===== config.mk =====
export PLATFORM = sky130hd
export DESIGN_NAME = adder_share_arbiter
export DESIGN_NICKNAME = d
export VERILOG_FILES = /design/src/rtl/adder_share_arbiter.sv
export SDC_FILE = /design/constraint.sdc
export NUM_CORES = 1
export LEC_CHECK = 0
export BUFFER_PORTS_ARGS = -buffer_cell sky130_fd_sc_hd__buf_2
export CAP_MARGIN = 20
export CORE_AREA = 3 3 228 230
export CTS_CLUSTER_SIZE = 25
export DETAILED_ROUTE_END_ITERATION = 10
export DIE_AREA = 0 0 231 233
export PLACE_DENSITY = 0.49
export SYNTH_ARGS = -nofsm -noshare
export SYNTH_HDL_FRONTEND = slang
export SYNTH_SLANG_ARGS = --single-unit

===== constraint.sdc =====
create_clock -name clk_i -period 9.62 [get_ports clk_i]
set_clock_uncertainty 0.05 [all_clocks]
set_input_delay 1.924 -clock clk_i [delete_from_list [all_inputs] [get_ports clk_i]]
set_output_delay 1.924 -clock clk_i [all_outputs]
set_load 0.05 [all_outputs]

===== src/rtl/adder_share_arbiter.sv =====
// adder_share_arbiter: round-robin front-end sharing one combinational adder
// between two requesters, with registered operands and a valid/ready response.
module adder_share_arbiter #(
    parameter int WIDTH = 64
) (
    input  logic             clk_i,
    input  logic             rst_i,
    input  logic             req0_valid_i,
    output logic             req0_ready_o,
    input  logic [WIDTH-1:0] req0_a_i,
    input  logic [WIDTH-1:0] req0_b_i,
    output logic             rsp0_valid_o,
    input  logic             rsp0_ready_i,
    output logic [WIDTH-1:0] rsp0_sum_o,
    input  logic             req1_valid_i,
    output logic             req1_ready_o,
    input  logic [WIDTH-1:0] req1_a_i,
    input  logic [WIDTH-1:0] req1_b_i,
    output logic             rsp1_valid_o,
    input  logic             rsp1_ready_i,
    output logic [WIDTH-1:0] rsp1_sum_o,
    output logic [WIDTH-1:0] add_a_o,
    output logic [WIDTH-1:0] add_b_o,
    input  logic [WIDTH-1:0] add_sum_i
);

    typedef enum logic [1:0] {
        IDLE,
        ADD,
        RESP
    } state_t;

    state_t           state_q;
    state_t           state_d;
    logic             gnt_q;
    logic             ptr_q;
    logic [WIDTH-1:0] op_a_q;
    logic [WIDTH-1:0] op_b_q;
    logic [WIDTH-1:0] res_q;
    logic             sel;
    logic             take;

    // State register; reset abandons any in-flight operation.
    always_ff @(posedge clk_i or posedge rst_i) begin
        if (rst_i) begin
            state_q <= IDLE;
        end else begin
            state_q <= state_d;
        end
    end

    // Arbitration, handshakes and next-state selection.
    always_comb begin
        state_d      = state_q;
        req0_ready_o = 1'b0;
        req1_ready_o = 1'b0;
        rsp0_valid_o = 1'b0;
        rsp1_valid_o = 1'b0;
        take         = 1'b0;
        // Pointer only breaks ties; a lone requester always wins.
        sel = (req0_valid_i & req1_valid_i) ? ptr_q : req1_valid_i;
        unique case (state_q)
            IDLE: begin
                if (!rst_i && (req0_valid_i || req1_valid_i)) begin
                    take         = 1'b1;
                    req0_ready_o = ~sel;
                    req1_ready_o = sel;
                    state_d      = ADD;
                end
            end
            ADD: begin
                state_d = RESP;
            end
            RESP: begin
                rsp0_valid_o = ~gnt_q;
                rsp1_valid_o = gnt_q;
                if (gnt_q ? rsp1_ready_i : rsp0_ready_i) begin
                    state_d = IDLE;
                end
            end
            default: begin
                state_d = IDLE;
            end
        endcase
    end

    // Operand capture on accept, sum capture during the single ADD cycle.
    always_ff @(posedge clk_i or posedge rst_i) begin
        if (rst_i) begin
            gnt_q  <= 1'b0;
            ptr_q  <= 1'b0;
            op_a_q <= '0;
            op_b_q <= '0;
            res_q  <= '0;
        end else begin
            if (take) begin
                op_a_q <= sel ? req1_a_i : req0_a_i;
                op_b_q <= sel ? req1_b_i : req0_b_i;
                gnt_q  <= sel;
                ptr_q  <= ~sel;
            end
            if (state_q == ADD) begin
                res_q <= add_sum_i;
            end
        end
    end

    assign add_a_o    = op_a_q;
    assign add_b_o    = op_b_q;
    assign rsp0_sum_o = res_q;
    assign rsp1_sum_o = res_q;

endmodule


# After elaboration in Yosys (flattened, before gate mapping)
# Index checks and enable logic that the tools add are counted.
# op_classes
eq_ne	4
muxes	15
n_bitwise	3
reduce_logical	5
# op_table
cell	n
$mux 64	2
$mux 1	10
$pmux 2 s3	1
$mux 2	2
$ne 2x2->1 const B	2
$eq 2x1->1 const B	1
$eq 2x2->1 const B	1
$logic_not 2->1	1
$not 1->1	2
$reduce_and 2->1	1
$and 1x1->1	1
$logic_and 1x1->1	1
$logic_not 1->1	1
$logic_or 1x1->1	1
# totals
regBits	196
input_bits	326

# Depth between registers and ports, before layout
# logic_depth
depth_word	5
mapped_depth	7
ltp_nobuf	3

# Worst setup path after synthesis
# Ideal clock, no wire load.
# synth_path
path_type	input to output
from	input rst_i
to	output req1_ready_o
arrival_ns	3.220
path_slack_ns	4.426
cell_stages	4
path_buffers	2
path_cell_list	or3_4 > buf_6 > buf_6 > nor3b_2
# synth_between
elab_chain_cells	4
# synth_rtl
item	line_no	text
start, declared	7	input logic rst_i,
$logic_not 1->1 (no source line)	-	
$logic_and 1x1->1	64	if (!rst_i && (req0_valid_i || req1_valid_i)) begin
$mux 1	64	
$mux 1	62	unique case (state_q)
end, declared	16	output logic req1_ready_o,
# No other way between the ends.

# Final worst setup path
# layout_path
from	input rst_i
to	output req0_ready_o
# layout_between
elab_chain_cells	4
# layout_rtl
item	line_no	text
$logic_not 1->1 (no source line)	-	
$logic_and 1x1->1	64	
$mux 1	64	
$mux 1	62	
end, declared	9	output logic req0_ready_o,
# No other way between the ends.

==> reports/qor.yml <==
critical_path.endpoint_type: "output pin"
die_height_um: 233
comb_power_share: 0.605
overflow: 0
drive_above_1_share: 0.6202
p_switching_mw: 3.260
cts_num_sinks: 196
setup_tns_ps: 0
post-route-period-util: 0.5709
cts_buffers: 17
synth_fp_nets: 1132
grt_pass1_wl_um: 52010
clk_pin_slew_ps: 70
fin_nets: 1603
max-vdd-ir-drop_mv: 0.2773
clock_latency_ps: 480
total_power_mw: 5.709
cts_tree: "done"
grt_usage: 0.1265
antenna_found_initial: 4
clockPowerShare: 0.133
clockBufferDepth: 2
h-tree-depth: 4
path_max_fanout: 60
critPathKind: "input pin to output pin"
dieWidth_um: 231
hold_path_class: "register to register"
wl_per_cell_um: 18.05
post_synth_instance_area_um2: 9597
drtAntennaViolNets: 0
setup_violations: 0
core-area_um2: 50070
vias: 8381
rsz0062_at_grt: "no"
post-cts-setup-buffer-count: 0
cts_resized: 0
wl_um: 35450
worst_path_most_repeated_cell: "buf_2"
maxSlewViolCount: 0
gp_congestion: 0.7715
max_freq_mhz: 182.1
slowest_delay_ps: 810
crit_slowest_cell: "and3_4"
relSlewSlack: 0.2962
dieArea_um2: 53820
arrival_ps: 3520
via_per_inst: 4.267
drc: 0
dr.pass1.iters: 4
start_util: 0.1917
ys_seq_area_frac: 0.5111
yosys_warnings: 0
grt_pass1_vias: 8645
grt_max_degree: 129
outcome: "finished, final reports clean"
syn_inst: 806
max_cap_viol_count: 0
fillers: 5417
swShare: 0.5711
io_pins: 586
tightest_slew_ps: 1056
ctsHoldBuffers: 0
multi_input_area_um2: 3751
required_ps: 7650
hold_viol: 0
p_int_mw: 2.449
regArea_um2: 4905
dpl.hpwl_um: 25620
power.density_nw_per_um2: 434.2
num_rows: 82
io_buffers: 585
sequentialPowerShare: 0.262
fin_crit_ps: 5492
syn_avg_cell_area_um2: 11.91
synth_seq_cells: 196
critPathLaunchType: "input pin"
leakagePower_nw: 6.354
area_growth_pct: 37.01
crit_chain: "buf_2, nor3_2, and3_4, buf_2"
cts-root-buf: "clkbuf_16"
drt_iter0_drc: 337
synth_cell_types: 20
## per-stage QoR
| step | hold slack (ps) | cell area, um2 | setup WS [ps] | utilization | instances |
|---|---|---|---|---|---|
| 2_1_floorplan | 457.6 | 9597 | 2305 | - | 806 |
| 3_3_place_gp | 440.9 | 12540 | 4052 | 0.2504 | 1930 |
| 3_5_place_dp | 442.3 | 12540 | 4058 | 0.2504 | 1930 |
| 4_1_cts | 465.5 | 13140 | 4056 | 0.2625 | 1962 |
| 5_1_grt | 470.9 | 13150 | 3968 | 0.2626 | 1964 |
| 6_report | 459.2 | 13150 | 4128 | 0.2626 | 1964 |
## worst max-delay path, delay by kind of cell
family                 cells  cell delay [ps]
AND/OR/NAND/NOR            2             1040
buffers and inverters      2              550
## per-layer routing
metal | GRT usage | vias to the layer above | routed length [um]
met3 | 0.04554 | 52 | 3013
met2 | 0.2178 | 392 | 17950
met5 | 0 | - | 27
li1 | - | 3837 | -
met4 | 0.05191 | 4 | 846
met1 | 0.1421 | 4096 | 13620
## Yosys cell counts
master,instances,share of area
dfrtp_1,196,0.51
nand2_1,129,0.050
a221o_1,128,0.13
nor3_2,101,0.11
buf_4,69,0.054
mux2_2,65,0.076
buf_2,41,0.021
nor3_1,28,0.015
clkbuf_1,19,0.0074
buf_6,14,0.016
inv_1,4,0.0016
a21oi_1,2,0.0010
nand2b_1,2,0.0013
nor2_1,2,0.00078
and3_1,1,0.00065
nor2b_1,1,0.00065
nor3b_2,1,0.0013
o21ai_0,1,0.00052
o21ai_1,1,0.00052
or3_4,1,0.0012
## logic make-up (layout without fill, tap and decap cells)
kind of cell | after synthesis | in the layout | share of synthesized area
flip-flops | 196 | 196 | 0.5111
AND/OR/NAND/NOR | 266 | 266 | 0.1763
buffers and inverters | 147 | 631 | 0.1008
AO/OA/AOI/OAI | 132 | 132 | 0.1356
other | 0 | 2 | 0
multiplexers | 65 | 65 | 0.07627
## layout by cell type (no fill, tap or decap), types with 2 or more instances in the layout
cell type and count:
bufinv_16 2, mux2_2 65, nand2_1 129, dfrtp_1 196, diode_2 2, clkbuf_16 17, a21oi_1 2, inv_1 3
inv_8 2, a221o_1 128, clkinvlp_4 3, nor3_1 28, nor2_1 2, buf_2 584, nor3_2 101, buf_4 10
inv_6 5
## power by group through the flow
stage          Combinational (mW)  Clock, mW  Sequential (mW)
2_1_floorplan                1.48          0             2.84
3_3_place_gp                 3.48          0             1.51
3_5_place_dp                 3.50          0             1.50
4_1_cts                      3.49      0.801             1.50
5_1_grt                      3.60      0.821             1.54
6_report                     3.45      0.759             1.50
## final cells by class
class	instances	share of cell area
antenna	2	0.0003806
clock inverter	14	0.01275
tap	672	0.06394
sequential	196	0.3730
timing repair buffer	595	0.2295
clock buffer	18	0.03340
multi-input combinational	463	0.2853
inverter	4	0.001713
## flip-flops by register name, indices dropped and copies added (netlist names)
register,cells
rsp0_sum_o,64
gnt_q,1
ptr_q,1
add_b_o,64
add_a_o,64
state_q,2
## worst paths after layout
kind                        startpoint             end  slack, ps  cells past startpoint
max in group asynchronous        rst_i     add_b_o[51]       6780                      3
min in group asynchronous        rst_i  rsp0_sum_o[57]       1460                      2
min reg2reg                add_b_o[55]     add_b_o[55]        460                      1
max reg2reg                 state_q[0]     add_a_o[44]       6770                      4
min                        add_b_o[55]     add_b_o[55]        460                      1
max                              rst_i    req0_ready_o       4130                      4
No activity file was read; power rests on OpenSTA's default activity.
